### src/rtl/carry_skip_pkg.sv
// Shared helpers for the pipelined carry-skip adder-subtractor:
// block counting and parameter legality checks used at elaboration.
package carry_skip_pkg;

    // Number of R-bit ripple blocks inside one W-bit carry-skip segment.
    function automatic int num_blocks(input int width, input int r);
        return width / r;
    endfunction

    // Legal geometry: S >= 1, M divisible by S, M/S divisible by R, M/S > R.
    function automatic bit params_ok(input int m, input int s, input int r);
        if (s < 1 || r < 1)
            return 1'b0;
        if (m % s != 0)
            return 1'b0;
        if ((m / s) % r != 0)
            return 1'b0;
        return (m / s) > r;
    endfunction

endpackage

### src/rtl/carry_skip_segment.sv
// Combinational W-bit carry-skip adder segment built from R-bit ripple blocks.
// First and last blocks ripple only; middle blocks add a skip path.
module carry_skip_segment
    import carry_skip_pkg::*;
#(
    parameter int W = 16,
    parameter int R = 4
) (
    input  logic         cin,
    input  logic [W-1:0] x,
    input  logic [W-1:0] y,
    output logic [W-1:0] out,
    output logic         cout,
    output logic         c_msb
);

    localparam int NB = num_blocks(W, R);

    if ((W % R != 0) || (W <= R)) begin : g_param_err
        $error("carry_skip_segment: W must be a multiple of R and larger than R");
    end

    // Ripple through each block; middle blocks may bypass via all-propagate.
    always_comb begin
        logic w_c;
        logic w_c_blk;
        logic w_all_p;
        logic w_p;
        w_c     = cin;
        w_c_blk = 1'b0;
        w_all_p = 1'b0;
        w_p     = 1'b0;
        out     = '0;
        c_msb   = 1'b0;
        for (int b = 0; b < NB; b++) begin
            w_c_blk = w_c;
            w_all_p = 1'b1;
            for (int j = 0; j < R; j++) begin
                w_p = x[b*R+j] ^ y[b*R+j];
                if (b*R + j == W - 1)
                    c_msb = w_c;
                out[b*R+j] = w_p ^ w_c;
                w_c        = (x[b*R+j] & y[b*R+j]) | (w_p & w_c);
                w_all_p    = w_all_p & w_p;
            end
            if (b != 0 && b != NB - 1)
                w_c = (w_c_blk & w_all_p) | w_c;
        end
        cout = w_c;
    end

endmodule

### src/rtl/pipelined_carry_skip_add_sub.sv
// S-stage pipelined carry-skip adder-subtractor with valid/ready flow control.
// Stage k adds slice k; skew registers carry upper operands and lower results.
module pipelined_carry_skip_add_sub
    import carry_skip_pkg::*;
#(
    parameter int M = 32,
    parameter int R = 4,
    parameter int S = 2
) (
    input  logic         clk,
    input  logic         rst,
    input  logic         in_valid,
    output logic         in_ready,
    input  logic         sub,
    input  logic         cin,
    input  logic [M-1:0] x,
    input  logic [M-1:0] y,
    output logic         out_valid,
    input  logic         out_ready,
    output logic [M-1:0] out,
    output logic         cout,
    output logic         v,
    output logic         zero
);

    localparam int W = M / S;

    if (!params_ok(M, S, R)) begin : g_param_err
        $error("pipelined_carry_skip_add_sub: illegal M/S/R combination");
    end

    logic [S-1:0] r_valid;
    logic [M-1:0] r_x   [S];
    logic [M-1:0] r_y   [S];
    logic [M-1:0] r_res [S];
    logic         r_c   [S];
    logic         r_v;
    logic         r_zero;

    logic [S:0]   w_ready;
    logic [S-1:0] w_vin;
    logic [M-1:0] w_src_x   [S];
    logic [M-1:0] w_src_y   [S];
    logic [M-1:0] w_src_res [S];
    logic         w_src_c   [S];
    logic [M-1:0] w_nxt_res [S];
    logic [W-1:0] w_seg_out [S];
    logic         w_seg_cout[S];
    logic         w_seg_cmsb[S];

    // Ready chain from the output back to the input; no bubble on full drain.
    always_comb begin
        w_ready    = '0;
        w_ready[S] = out_ready;
        for (int k = S - 1; k >= 0; k--)
            w_ready[k] = !r_valid[k] | w_ready[k+1];
    end

    assign in_ready = w_ready[0];

    // Stage inputs: stage 0 takes the operands (y inverted for subtract),
    // later stages take the previous stage's skew registers and carry.
    always_comb begin
        w_vin[0]     = in_valid;
        w_src_x[0]   = x;
        w_src_y[0]   = y ^ {M{sub}};
        w_src_res[0] = '0;
        w_src_c[0]   = sub | cin;
        for (int k = 1; k < S; k++) begin
            w_vin[k]     = r_valid[k-1];
            w_src_x[k]   = r_x[k-1];
            w_src_y[k]   = r_y[k-1];
            w_src_res[k] = r_res[k-1];
            w_src_c[k]   = r_c[k-1];
        end
    end

    for (genvar gi = 0; gi < S; gi++) begin : g_stage
        carry_skip_segment #(
            .W(W),
            .R(R)
        ) u_seg (
            .cin  (w_src_c[gi]),
            .x    (w_src_x[gi][gi*W +: W]),
            .y    (w_src_y[gi][gi*W +: W]),
            .out  (w_seg_out[gi]),
            .cout (w_seg_cout[gi]),
            .c_msb(w_seg_cmsb[gi])
        );
    end

    // Merge each stage's freshly computed slice into its partial result.
    always_comb begin
        for (int k = 0; k < S; k++) begin
            w_nxt_res[k]          = w_src_res[k];
            w_nxt_res[k][k*W +: W] = w_seg_out[k];
        end
    end

    // Pipeline and skew registers; each stage advances when its ready is high.
    always_ff @(posedge clk or posedge rst) begin
        if (rst) begin
            r_valid <= '0;
            r_v     <= 1'b0;
            r_zero  <= 1'b0;
            for (int k = 0; k < S; k++) begin
                r_x[k]   <= '0;
                r_y[k]   <= '0;
                r_res[k] <= '0;
                r_c[k]   <= 1'b0;
            end
        end else begin
            for (int k = 0; k < S; k++) begin
                if (w_ready[k]) begin
                    r_valid[k] <= w_vin[k];
                    r_x[k]     <= w_src_x[k];
                    r_y[k]     <= w_src_y[k];
                    r_res[k]   <= w_nxt_res[k];
                    r_c[k]     <= w_seg_cout[k];
                end
            end
            if (w_ready[S-1]) begin
                r_v    <= w_seg_cmsb[S-1] ^ w_seg_cout[S-1];
                r_zero <= ~|w_nxt_res[S-1];
            end
        end
    end

    assign out_valid = r_valid[S-1];
    assign out       = r_res[S-1];
    assign cout      = r_c[S-1];
    assign v         = r_v;
    assign zero      = r_zero;

endmodule
### config.mk
export PLATFORM = sky130hd
export DESIGN_NAME = pipelined_carry_skip_add_sub
export DESIGN_NICKNAME = d
export VERILOG_FILES = /design/src/rtl/carry_skip_pkg.sv /design/src/rtl/carry_skip_segment.sv /design/src/rtl/pipelined_carry_skip_add_sub.sv
export SDC_FILE = /design/constraint.sdc
export NUM_CORES = 1
export LEC_CHECK = 0
export ABC_AREA = 1
export CAP_MARGIN = 30
export CELL_PAD_IN_SITES_DETAIL_PLACEMENT = 0
export CELL_PAD_IN_SITES_GLOBAL_PLACEMENT = 1
export CORE_ASPECT_RATIO = 0.7
export CORE_MARGIN = 4
export CORE_UTILIZATION = 40
export CTS_CLUSTER_SIZE = 16
export DETAILED_ROUTE_END_ITERATION = 7
export GPL_TIMING_DRIVEN = 0
export PLACE_DENSITY_LB_ADDON = 0.1
export SETUP_SLACK_MARGIN = 0.4
export SKIP_CTS_REPAIR_TIMING = 1
export SLEW_MARGIN = 20
export SYNTH_ARGS = -nofsm -noshare
export SYNTH_HDL_FRONTEND = slang
export SYNTH_SLANG_ARGS = --single-unit
### constraint.sdc
create_clock -name clk -period 14.2 [get_ports clk]
set_input_delay 2.84 -clock clk [delete_from_list [all_inputs] [get_ports clk]]
set_output_delay 2.84 -clock clk [all_outputs]
set_load 0.05 [all_outputs]
==> results by group <==
Floorplan
  – Full die area: 0.0140 mm^2
  – Num ports: 107
  – Rows: 33
  – Initial Util: 41.3%
  – Core Box Area: 0.0118 mm^2
  – Die X-Extent: 140 um
  – Die height: 100 um

Global route
  – Initial antenna violation count: 0
  – First-pass GRT wire length: 19500 um
  – Largest net degree at the start of global routing: 53
  – GRT Total Usage: 17.9%
  – GR Overflow Total: 0
  – Number of global-route vias before repair: 3771

Setup path
  – Crit end category: register
  – Critical path launch point type: input port
  – Critical Path Start: sub
  – Critical path's slowest cell: fa_1
  – R2r worst-path depth: 31
  – FF-to-FF Start: r_y[48]
  – Worst-path fanout max: 10
  – Slowest stage delay, CP: 0.45 ns
  – Critical path class: input port to register
  – CP dominant cell by count: fa_1
  – Worst EP arrival: 9.93 ns
  – Worst EP required: 14.40 ns

Synth
  – Area share of the largest cell type after synthesis: 44.3%
  – Async set or reset register ratio after synthesis: 100%
  – Ys flop type: dfrtp_1
  – Yosys cell types: 22
  – Syn Nets: 630
  – Synthesized area per cell: 9.48 um^2
  – Yosys synthesis warning count: 0
  – Most frequent cell after synthesis: nand2_1
  – Syn Std Cell Area: 0.00486 mm^2
  – EDFF count, synth: 0
  – Synth cell count leaders: 95 x nand2_1, 86 x dfrtp_1, 68 x inv_1, 49 x o21ai_0
  – Top cells by area, synth: dfrtp_1 44%, fa_1 13%, nand2_1 7.3%
  – Largest area contributor in the netlist: dfrtp_1
  – #FFs+latches synth: 86
  – Post-synthesis sequential area ratio: 44.3%
  – Synth Instances: 512

Routing
  – Initial DRC count: 168
  – Post-route DRC: 0
  – Avg WL per Cell: 15.1 um
  – DR pass1 iterations: 4
  – Final wirelength: 11900 um
  – Vias after detailed routing: 3580
  – Antenna Nets Post-Route: 0
  – Drt via density: 4.53

Clocking
  – Sinks on Clock Net: 86
  – Clock latency reported for the late side of the worst-skew pair: 0.33 ns
  – Number of CTS-inserted buffers: 9
  – H-tree Lvls: 3
  – CTS Buffer Depth: 2
  – CTS tree: done
  – CTS clk-pin slew, worst paths: 0.06 ns
  – Root Driver: clkbuf_16

Timing
  – Final setup viols: 0
  – Highest Clock Rate: 0.103 GHz
  – Crit share post-route: 68.5%
  – Final hold viol count: 0
  – Worst-Margin Slew: 0.662 ns
  – Tmin final: 9.73 ns
  – RSZ-0062 raised after global routing: no
  – Slew Viols, Final: 0
  – Setup Skew: 0.00487 ns
  – Smallest hold slack: 0.483 ns
  – Setup Total Neg Slack: 0 ns
  – Slew headroom: 55.9%

Pwr
  – Leakage: 3.05 nW
  – Power per cell area: 160 mW/mm^2
  – Overall Power: 1.03 mW
  – Worst VDD drop: 0.0884 mV

Worst hold path
  – Hold Crit Class: register to register
  – Worst Hold Launch: zero
  – Worst hold path cell count: 2

Cells and area
  – Diodes inserted: 0
  – FILL cells: 1096
  – Final nets: 747
  – Layout Cells excl Fill: 791
  – Design area: 0.00644 mm^2
  – Layout cell share with drive strength beyond 1: 9.62%
  – Area Growth Syn to Fin: 32.6%

Outcome
  – Run status: completed

Placed design
  – Port Buffer Count: 105
  – Placed cell area: 0.00613 mm^2
  – Final HPWL DP: 9210 um
  – Placed Instances: 775
  – Routability cong.: 0.854

Job
  – MaxCap Viol Count: 0
-- sequential cells by signal (all words and copies together), names as in the netlist --
name and count:
r_res 16, r_y 16, v 1, r_valid 2
r_x 16, zero 1, r_c 1, out 32
cout 1
-- layout make-up --
class                           count  area [um^2]  share of cell area (%)
Timing Repair Buffer              106         1070                    16.6
Tap cell                          157          196                    3.05
Clock inverter                      6         86.3                    1.34
Inverter                           68          258                    4.00
Multi-Input combinational cell    304         2100                    32.7
Sequential cell                    86         2150                    33.4
Buffer                             54          345                    5.36
Clock buffer                       10          229                    3.55
-- cell families (layout without fill, tap and decap cells) --
logic type / count (synthesis) / count (layout) / share of synthesized area, %
AO/OA/AOI/OAI: 72 / 72 / 7.50
flip-flops: 86 / 86 / 44.3
XOR/XNOR: 33 / 33 / 5.95
adder cells (fa/ha/maj): 48 / 48 / 17.3
buffers and inverters: 122 / 244 / 12.4
AND/OR/NAND/NOR: 151 / 151 / 12.5
-- stage by stage --
stage,utilization (%),worst slack [ns]
after floorplan,-,4.71
after global placement,51.9,4.13
after detailed placement,52.1,4.06
after CTS,54.7,4.39
after global routing,54.7,4.09
final,54.7,4.47
-- worst paths after layout --
path,endpoint,slack [ns]
setup / recovery,r_res[47],4.47
hold / removal,zero,0.48
setup reg to reg,zero,7.39
hold reg to reg,zero,0.48
max in group asynchronous,out[31],10.62
min in group asynchronous,out[11],2.96
-- metal layers --
layer / up-vias / GRT usage [%] / wire length, um
met3: 14 / 3.86 / 637
li1: 1764 / - / -
met5: - / 0 / 0
met4: 0 / 4.99 / 195
met1: 1702 / 27.0 / 5900
met2: 100 / 26.3 / 5190
-- where the power goes --
part / leakage, nW / switching (mW) / total, mW / internal, mW
Sequential: 1.02 / 0.0361 / 0.341 / 0.305
Clock: 0.152 / 0.0955 / 0.249 / 0.154
Combinational: 1.88 / 0.261 / 0.438 / 0.177
Total: 3.05 / 0.392 / 1.03 / 0.636
-- placed cells by master (no fill, tap or decap), types with 6 or more instances in the layout --
cell,count
o21ai_0,49
buf_2,6
nor2_1,34
fa_1,32
dfrtp_1,86
clkbuf_1,14
nand3_1,14
inv_1,67
a21oi_1,21
ha_1,16
xnor2_1,21
nand2_1,95
xor2_1,12
clkdlybuf4s50_1,105
clkbuf_16,9
buf_4,34
-- critical path, delay by kind of cell --
kind                       cells  cell delay, ns
and+or+nand+nor                2            0.19
AOI/OAI and AO/OA              3            0.30
adders and majority gates     16            5.61
buffers and inverters          8            0.99
(Power assumes the default switching activity.)
